<file path="src/rtl/barret_pkg.sv">
// Shared constants and types for the q = 499 modular datapath blocks.
package barret_pkg;

  localparam int Q_499 = 499;
  localparam int RES_W = 9;

  // Accumulator control states: collecting residues, or holding a block sum.
  typedef enum logic {
    ACC  = 1'b0,
    HOLD = 1'b1
  } acc_state_e;

endpackage : barret_pkg

</file>
<file path="src/rtl/mod_add_499.sv">
// Combinational modular adder: y = (a + b) mod Q for a, b < Q.
// One extra bit holds the raw sum. Because both operands are below Q,
// one conditional subtract always brings the result back into range.
module mod_add_499
  import barret_pkg::*;
#(
  parameter int Q = Q_499,
  parameter int W = RES_W
) (
  input  logic [W-1:0] a,
  input  logic [W-1:0] b,
  output logic [W-1:0] y
);

  localparam logic [W:0] Q_EXT = (W+1)'(Q);

  logic [W:0] sum_s;

  // Wide add followed by a single conditional subtract of Q.
  always_comb begin
    sum_s = {1'b0, a} + {1'b0, b};
    if (sum_s >= Q_EXT) begin
      y = W'(sum_s - Q_EXT);
    end else begin
      y = sum_s[W-1:0];
    end
  end

endmodule : mod_add_499

</file>
<file path="src/rtl/mod_accum_499.sv">
// Block accumulator modulo Q (499). Collects BLOCK_LEN residues over a
// valid/ready input, then presents their sum mod Q on a valid/ready output.
// All outputs are registered; din_ready is held low while a sum is pending.
// Optional build macro MOD_ACCUM_RANGE_CHECK_EN: out-of-range inputs are
// pre-reduced by one subtract of Q and the sticky err flag is raised.
// Without the macro, err stays 0 and inputs >= Q are not handled.
module mod_accum_499
  import barret_pkg::*;
#(
  parameter int Q         = Q_499,
  parameter int W         = RES_W,
  parameter int BLOCK_LEN = 8,
  parameter int CNT_W     = $clog2(BLOCK_LEN + 1)
) (
  input  logic         clk,
  input  logic         rst_n,
  input  logic         din_valid,
  output logic         din_ready,
  input  logic [W-1:0] din_a,
  output logic         dout_valid,
  input  logic         dout_ready,
  output logic [W-1:0] dout_r,
  output logic         err
);

  localparam logic [CNT_W-1:0] LAST_CNT = CNT_W'(BLOCK_LEN - 1);

  acc_state_e       state_r;
  logic [W-1:0]     acc_r;
  logic [CNT_W-1:0] cnt_r;
  logic [W-1:0]     din_red_s;
  logic [W-1:0]     sum_s;
  logic             accept_s;

`ifdef MOD_ACCUM_RANGE_CHECK_EN
  localparam logic [W:0] Q_EXT = (W+1)'(Q);
  logic oor_s;

  // Fold an out-of-range input back below Q with one compare/subtract.
  always_comb begin
    oor_s     = 1'b0;
    din_red_s = din_a;
    if ({1'b0, din_a} >= Q_EXT) begin
      oor_s     = 1'b1;
      din_red_s = W'({1'b0, din_a} - Q_EXT);
    end else begin
      oor_s     = 1'b0;
      din_red_s = din_a;
    end
  end
`else
  // Inputs are trusted to be below Q; pass them straight to the adder.
  always_comb begin
    din_red_s = din_a;
  end
`endif

  // An input is consumed only when offered while the block is collecting.
  always_comb begin
    accept_s = din_valid & din_ready;
  end

  mod_add_499 #(
    .Q (Q),
    .W (W)
  ) u_add (
    .a (acc_r),
    .b (din_red_s),
    .y (sum_s)
  );

  // Control FSM with registered handshake outputs, running sum and counter.
  always_ff @(posedge clk or negedge rst_n) begin
    if (!rst_n) begin
      state_r    <= ACC;
      acc_r      <= {W{1'b0}};
      cnt_r      <= {CNT_W{1'b0}};
      din_ready  <= 1'b1;
      dout_valid <= 1'b0;
      dout_r     <= {W{1'b0}};
      err        <= 1'b0;
    end else begin
      case (state_r)
        ACC: begin
          if (accept_s) begin
`ifdef MOD_ACCUM_RANGE_CHECK_EN
            if (oor_s) begin
              err <= 1'b1;
            end else begin
              err <= err;
            end
`endif
            if (cnt_r == LAST_CNT) begin
              dout_r     <= sum_s;
              dout_valid <= 1'b1;
              acc_r      <= {W{1'b0}};
              cnt_r      <= {CNT_W{1'b0}};
              din_ready  <= 1'b0;
              state_r    <= HOLD;
            end else begin
              acc_r <= sum_s;
              cnt_r <= cnt_r + CNT_W'(1);
            end
          end else begin
            acc_r <= acc_r;
            cnt_r <= cnt_r;
          end
        end
        HOLD: begin
          if (dout_ready) begin
            dout_valid <= 1'b0;
            din_ready  <= 1'b1;
            state_r    <= ACC;
          end else begin
            dout_valid <= 1'b1;
            din_ready  <= 1'b0;
          end
        end
        default: begin
          state_r    <= ACC;
          acc_r      <= {W{1'b0}};
          cnt_r      <= {CNT_W{1'b0}};
          din_ready  <= 1'b1;
          dout_valid <= 1'b0;
        end
      endcase
    end
  end

endmodule : mod_accum_499

</file>
<file path="config.mk">
export PLATFORM = sky130hd
export DESIGN_NAME = mod_accum_499
export DESIGN_NICKNAME = d
export VERILOG_FILES = /design/src/rtl/barret_pkg.sv /design/src/rtl/mod_add_499.sv /design/src/rtl/mod_accum_499.sv
export SDC_FILE = /design/constraint.sdc
export NUM_CORES = 1
export LEC_CHECK = 0
export CORE_ASPECT_RATIO = 0.6
export CORE_UTILIZATION = 40
export CTS_CLUSTER_SIZE = 20
export DETAILED_ROUTE_END_ITERATION = 8
export HOLD_SLACK_MARGIN = 0.1
export PLACE_DENSITY_LB_ADDON = 0.08
export RECOVER_POWER = 50
export SYNTH_ARGS = -nofsm -noshare
export SYNTH_HDL_FRONTEND = slang
export SYNTH_SLANG_ARGS = --single-unit
</file>
<file path="constraint.sdc">
create_clock -name clk -period 2.7 [get_ports clk]
set_clock_uncertainty 0.05 [all_clocks]
set_input_delay 0.675 -clock clk [delete_from_list [all_inputs] [get_ports clk]]
set_output_delay 0.675 -clock clk [all_outputs]
set_load 0.1 [all_outputs]
</file>
==> flow_metrics.tcl, run 1 <==
set metrics [dict create \
    status "finished with violations" \
    violations "design-rule violations, negative setup slack" \
    postRouteAntennaNets 0 \
    yosysUniqueCellTypes 49 \
    worstPathRequired_ns 2.79 \
    dr.pass1.iters 8 \
    globalplace.congestion 0.878 \
    synth.net_count 201 \
    antennaDiodeCount 0 \
    max-slew-margin-rel 0.109 \
    finalCritPeriodShare 1.02 \
    drive_above_1_share 0.397 \
    grt_use_total 0.212 \
    wl_met2_um 1930 \
    synth_top_cell_area_share 0.364 \
    rows 17 \
    slew_violations 0 \
    core_um2 3810 \
    gr-total-overflow 0 \
    path_max_fanout 4 \
    max-vdd-ir-drop_mv 0.631 \
    start_util 0.433 \
    io_pins 25 \
    clkLatencyLatePin_ns 0.27 \
    wire_per_inst_um 15.1 \
    yosysMostFrequentCell "nand2_1" \
    die_area_um2 4390 \
    drtIter0Drc 93 \
    dr_wl_met3_um 178 \
    cts_tree "done" \
    cts_buffers 3 \
    tns_ns -0.102 \
    min_period_ns 2.74 \
    antenna_found_initial 0 \
    post-place-cells 273 \
    criticalPathCategory "input port to flop" \
    wl_met1_um 2200 \
    synth_top_cell_by_area "dfrtp_1" \
    postCtsHoldBufs 0 \
    routed_wl_um 4310 \
    maxCapViolations 0 \
    fp.dieH_um 51.7 \
    synth-edff-count 0 \
    fin_ws_ns -0.0426 \
    utilization 0.639 \
    crit_arrival_ns 2.83 \
    rsz0062_at_grt "yes" \
    clock_sinks 25 \
    cts_buffer_depth 2 \
    power_density_nw_per_um2 1470 \
    nFillCells 301 \
    synth_flop_cell "dfrtp_1" \
    via_count 1523 \
    cts.clk_slew.worst_paths_ns 0.08 \
    synthTopCellsByArea "dfrtp_1 (36%), ha_1 (8.3%), nand2_1 (5.9%)" \
    cts.htree.levels 1 \
    startpoint_type "input port" \
    setup_viol 6 \
    netlist_area_um2 1650 \
    whs_ns 0.446 \
    grt_pass1_vias 1528 \
    hpwl_um 3170 \
    cts_root_buf "clkbuf_8" \
    drc 3 \
    grt_max_degree 26 \
    detail_route.vias_per_cell 5.33 \
    ys_warn_count 1 \
    fmax_ghz 0.365 \
    syn2layout_area_growth_pct 47.4 \
    highest_layer "met3" \
    nets 265 \
    avgSynthCellArea_um2 9.37 \
    io_buffers 23 \
    hold_viol 0 \
    yosys-top-cells-count "nand2_1 (26), dfrtp_1 (24), o21ai_1 (14)" \
    synthArstFlopShare 1.00 \
    chipWidth_um 84.9 \
    yosys_register_bits 25 \
    crit_path_end_kind "flop" \
    fin_cells 286 \
    yosysSeqAreaShare 0.380 \
    synthCells 176 \
    worst_slew_pin_slew_ns 1.34 \
    leakage_nw 1.13 \
    grt_pass1_wl_um 7200 \
    power.total_mw 3.57 \
    hold_path.class "flop to flop" \
]
-- worst paths after layout --
check | start | endpoint | slack [ns] | depth (start not counted)
max | din_a[0] | dout_r[2] | -0.04 | 13
min | cnt_r[2] | cnt_r[2] | 0.45 | 1
max reg2reg | acc_r[0] | dout_r[2] | 0.02 | 12
min reg2reg | cnt_r[2] | cnt_r[2] | 0.45 | 1
max in group asynchronous | rst_n | dout_r[6] | 0.64 | 2
min in group asynchronous | rst_n | acc_r[2] | 1.17 | 2
-- layout by cell type (no fill, tap or decap), drive strengths merged, types with 2 or more instances in the layout --
master / count
buf: 54
nand2: 26
dfrtp: 24
o21ai: 22
ha: 11
nor2: 8
a21oi: 8
xnor2: 6
inv: 5
clkdlybuf4s50: 5
nand3: 5
a21o: 4
clkbuf: 4
o22ai: 4
o21a: 3
nand2b: 3
nor3: 3
and3: 3
xor2: 3
mux2: 3
clkdlybuf4s15: 3
and3b: 2
a211o: 2
a22o: 2
or4: 2
nand4b: 2
o31ai: 2
-- worst max-delay path, stage by stage --
cell and delay (ns):
buf_6 0.10, ha_4 0.15, fa_2 0.36, a21oi_4 0.18, o21bai_4 0.07, a211o_1 0.30
a22oi_2 0.18, buf_4 0.15, nand4b_4 0.12, buf_4 0.17, a21oi_4 0.14, xnor2_2 0.15
o21ai_1 0.08
-- where the power goes --
group          switching, mW  total [mW]  internal [mW]
registers              0.121       0.634          0.514
clock network          0.117       0.220          0.103
logic                   1.44        2.71           1.28
-- stage by stage --
step,instance area [um^2],setup WS [ns]
after floorplan,1700,-0.272
after global placement,2170,-0.776
after detailed placement,2170,-0.900
after CTS,2380,-0.0369
after global routing,2430,-0.164
final,2430,-0.0426
-- logic make-up after synthesis --
group,count (synthesis),share of synthesized area
xor gates and xnor gates,9,0.0524
other,1,0.00227
buffers and inverters,11,0.0364
and+or+nand+nor,58,0.179
DFF,25,0.380
adders and majority gates,12,0.0956
muxes,4,0.0266
AOI/OAI and AO/OA,56,0.228
-- sequential cells by signal (all words and copies together) (netlist names) --
register    cells
acc_r           9
cnt_r           4
din_ready       1
dout_r          9
dout_valid      1
state_r         1
-- repair_timing --
action	in CTS	in global routing
pin swaps	16	9
buffers inserted	6	3
resized for setup	37	11
endpoints found under the setup margin	18	18
-- cell type report --
cell class              count  area, um^2  share of cell area
well taps                  47        58.8              0.0242
inverters                   5        18.8             0.00772
clock buffers               3        41.3              0.0170
multi-input cells         140        1170               0.481
flip-flops and latches     25         627               0.258
repair buffers             65         512               0.210
clock inverters             1        5.00             0.00206
-- metal layers --
| layer | GRT usage | vias up |
|---|---|---|
| met5 | 0 | - |
| li1 | - | 767 |
| met1 | 0.290 | 720 |
| met3 | 0.0476 | 0 |
| met4 | 0.0254 | 0 |
| met2 | 0.358 | 36 |
(Power assumes the default switching activity.)
==> run 2, diff against run 1 <==
- REMOVE_ABC_BUFFERS: unset -> 1
==> flow_metrics.tcl, run 2 (synthesis gave the netlist of run 1 again) <==
set metrics [dict create \
    status "finished with violations" \
    violations "negative setup slack" \
    hold_viol 0 \
    fin_cells 290 \
    placement.cell_area_um2 2140 \
    nets 269 \
    cts_buffer_depth 2 \
    grt_max_degree 26 \
    chipWidth_um 84.9 \
    fp.dieH_um 51.7 \
    maxCapViolations 0 \
    grt_use_total 0.230 \
    gr-total-overflow 0 \
    finalCritPeriodShare 1.03 \
    io_buffers 23 \
    post-place-cells 276 \
    detail_route.vias_per_cell 5.46 \
    postRouteAntennaNets 0 \
    cts.clk_slew.worst_paths_ns 0.08 \
    max-slew-margin-rel 0.101 \
    hold_path.class "flop to flop" \
    postCtsHoldBufs 0 \
    antenna_found_initial 0 \
    min_period_ns 2.77 \
    fmax_ghz 0.361 \
    criticalPathCategory "input port to flop" \
    hpwl_um 3230 \
    drc 0 \
    min_from "dout_r[0]" \
    routed_wl_um 4700 \
    wire_per_inst_um 16.2 \
    crit_path_end_kind "flop" \
    reg_top3 "acc_r x9, dout_r x9, cnt_r x4" \
    rsz0062_at_grt "yes" \
    fin_area_um2 2550 \
    tns_ns -0.569 \
    cts_root_buf "clkbuf_8" \
    clkLatencyLatePin_ns 0.27 \
    crit_arrival_ns 2.86 \
    drive_above_1_share 0.444 \
    drtIter0Drc 76 \
    die_area_um2 4390 \
    clock_sinks 25 \
    via_count 1583 \
    grt_pass1_wl_um 7750 \
    worst_slew_pin_slew_ns 1.35 \
    globalplace.congestion 0.850 \
    worstPathRequired_ns 2.79 \
    cts.htree.levels 1 \
    final_common_cell "buf_4" \
    place_ws_ns -0.956 \
    dr.pass1.iters 6 \
    layout_common_cells "buf_4 (53), nand2_1 (25), dfrtp_1 (24)" \
    start_util 0.433 \
    antennaDiodeCount 0 \
    core_um2 3810 \
    io_pins 25 \
    grt_pass1_vias 1590 \
    syn2layout_area_growth_pct 54.6 \
    timing.rr.start "acc_r[0]" \
    cts_tree "done" \
    slew_violations 0 \
    rows 17 \
    setup_viol 15 \
    critical_path.startpoint "din_a[0]" \
    path_max_fanout 4 \
    startpoint_type "input port" \
    cts_buffers 3 \
    fin_ws_ns -0.0691 \
]
## run 2: cell types whose count changed in the layout (fill, tap and decap cells not counted), moves of 2 or more
| cell | previous run | this run |
|---|---|---|
| ha_1 | 5 | 3 |
| inv_1 | 5 | 3 |
| buf_2 | 1 | 3 |
| buf_6 | 1 | 3 |
| inv_2 | 0 | 2 |
| a21oi_2 | 2 | 4 |
| ha_4 | 5 | 7 |
| clkdlybuf4s15_2 | 2 | 0 |
| xor2_4 | 0 | 2 |
| xor2_2 | 2 | 0 |
| nor3_1 | 3 | 1 |
| a21oi_1 | 4 | 2 |
| nor3_2 | 0 | 2 |
## run 2: worst paths after layout
path | end | slack [ns] | depth (start not counted)
max | acc_r[7] | -0.07 | 12
max reg2reg | acc_r[7] | -0.02 | 11
max in group asynchronous | acc_r[6] | 0.63 | 2
min in group asynchronous | dout_r[0] | 1.17 | 2
min | dout_r[0] | 0.44 | 2
min reg2reg | dout_r[0] | 0.44 | 2
## run 2: repair_timing
action | 4_1_cts | 5_1_grt
gates resized for setup | 52 | 21
setup buffers | 8 | 2
cloned | 0 | 0
endpoints found under the setup margin | 18 | 18
pin swaps | 26 | 13
## run 2: cell type report
type	instances	area (um^2)
inverters	5	18.8
fillers	289	1260
multi-input cells	140	1260
flip-flops and latches	25	627
repair buffers	69	544
well taps	47	58.8
clock buffers	4	45.0
## run 2: per-stage QoR
stage | hold slack (ns) | utilization
floorplan | 0.329 | -
global placement | 0.424 | 0.562
detailed placement | 0.429 | 0.562
CTS | 0.448 | 0.633
global route | 0.458 | 0.670
finish | 0.438 | 0.670
## run 2: critical path, stage by stage
cell	delay (ns)
buf_6	0.10
ha_4	0.15
fa_2	0.37
a21oi_4	0.17
buf_4	0.14
a2bb2oi_4	0.16
and3b_1	0.20
o22ai_2	0.09
nand4b_2	0.25
and2_4	0.22
o22ai_2	0.25
o21ai_1	0.09
## run 2: per-layer routing
| layer | wire (um) | global-route usage | vias up |
|---|---|---|---|
| li1 | - | - | 772 |
| met1 | 2250 | 0.312 | 773 |
| met2 | 2220 | 0.390 | 36 |
| met5 | 0 | 0 | - |
| met4 | 9 | 0.0282 | 0 |
| met3 | 219 | 0.0540 | 2 |
Power of run 2 is left out: the tool's default activity adds up to more than one toggle a clock period on the data nets, which glitch-free logic cannot reach.
==> run 3, diff against run 2 <==
- CORE_ASPECT_RATIO: 0.6 -> 1.1
==> flow_metrics.tcl, run 3 (synthesis gave the netlist of run 1 again) <==
set metrics [dict create \
    min_period_ns 2.82 \
    antennaDiodeCount 0 \
    cts_buffers 3 \
    reg_top3 "acc_r x9, dout_r x9, cnt_r x4" \
    drc 0 \
    globalplace.congestion 0.801 \
    detail_route.vias_per_cell 5.26 \
    dr.pass1.iters 4 \
    status "finished with violations" \
    cts.clk_slew.worst_paths_ns 0.08 \
    cts_buffer_depth 2 \
    antenna_found_initial 0 \
    gr-total-overflow 0 \
    finalCritPeriodShare 1.05 \
    clock_sinks 25 \
    io_pins 25 \
    start_util 0.416 \
    drive_above_1_share 0.433 \
    cts.htree.levels 1 \
    grt_pass1_vias 1645 \
    nets 264 \
    max-slew-margin-rel 0.128 \
    die_area_um2 4380 \
    hold_viol 0 \
    multi_input_area_um2 1220 \
    grt_pass1_wl_um 7210 \
    worstPathRequired_ns 2.80 \
    path_max_fanout 3 \
    syn2layout_area_growth_pct 50.3 \
    violations "negative setup slack" \
    hpwl_um 3070 \
    nFillCells 340 \
    placement.cell_area_um2 2130 \
    fp.dieH_um 69.3 \
    grtUsageMet1 0.246 \
    cts_root_buf "clkbuf_8" \
    utilization 0.625 \
    whs_ns 0.438 \
    hold_path.class "flop to flop" \
    clkLatencyLatePin_ns 0.26 \
    met2_usage 0.380 \
    rsz0062_at_grt "yes" \
    criticalPathCategory "input port to flop" \
    chipWidth_um 63.2 \
    grt.met3_usage 0.0181 \
    fin_ws_ns -0.122 \
    slew_violations 0 \
    core_um2 3960 \
    startpoint_type "input port" \
    rows 24 \
    grt_max_degree 26 \
    ff_latch_area_um2 627 \
    setup_viol 16 \
    io_buffers 23 \
    crit_arrival_ns 2.92 \
    place_ws_ns -0.870 \
    fmax_ghz 0.354 \
    final_common_cell "buf_4" \
    routed_wl_um 4250 \
    cts_tree "done" \
    layout_common_cells "buf_4 (48), nand2_1 (26), dfrtp_1 (24)" \
    crit_path_end_kind "flop" \
    grt_use_total 0.207 \
    drtIter0Drc 48 \
    via_count 1524 \
    fin_area_um2 2480 \
    postRouteAntennaNets 0 \
    wire_per_inst_um 14.7 \
    worst_slew_pin_slew_ns 1.31 \
    maxCapViolations 0 \
    top_usage_layer "met2" \
]
run 3: area by class of cell:
cell class              instances  area share
multi-input cells             140       0.494
flip-flops and latches         25       0.253
repair buffers                 64       0.201
well taps                      52      0.0262
clock buffers                   4      0.0182
inverters                       5     0.00757
run 3: metal layers:
metal	share of wire	routed length (um)
met4	0.016	68
met2	0.54	2290
met5	0	0
met1	0.43	1830
met3	0.014	61
run 3: path summary, 6_finish.rpt:
check | from | to | slack [ns] | cells past startpoint
min | dout_r[1] | dout_r[1] | 0.44 | 2
max in group asynchronous | rst_n | acc_r[3] | 0.66 | 2
max | din_a[0] | dout_r[8] | -0.12 | 12
max reg2reg | acc_r[0] | dout_r[8] | -0.07 | 11
min reg2reg | dout_r[1] | dout_r[1] | 0.44 | 2
min in group asynchronous | rst_n | acc_r[6] | 1.17 | 2
run 3: critical path: stages:
cell and delay, ns:
buf_6 0.09, ha_4 0.15, buf_4 0.12, buf_4 0.13
a211o_1 0.33, a2111oi_4 0.30, or4_4 0.20, o311a_4 0.22
buf_6 0.10, nand3_2 0.07, mux2_4 0.28, mux2_4 0.27
run 3: metrics by stage:
step / setup TNS [ns] / std cells
final: -0.996 / 290
after global routing: -2.54 / 290
after CTS: -0.0844 / 288
after detailed placement: -14.73 / 279
after global placement: -14.13 / 279
after floorplan: -5.03 / 170
run 3: what timing repair did:
item,4_1_cts,5_1_grt
hold endpoints to repair,0,0
hold buffers,0,0
buffers inserted,5,2
resized for setup,56,13
pin swaps,23,19
endpoints found under the setup margin,18,18
Power of run 3 is left out for the same reason.
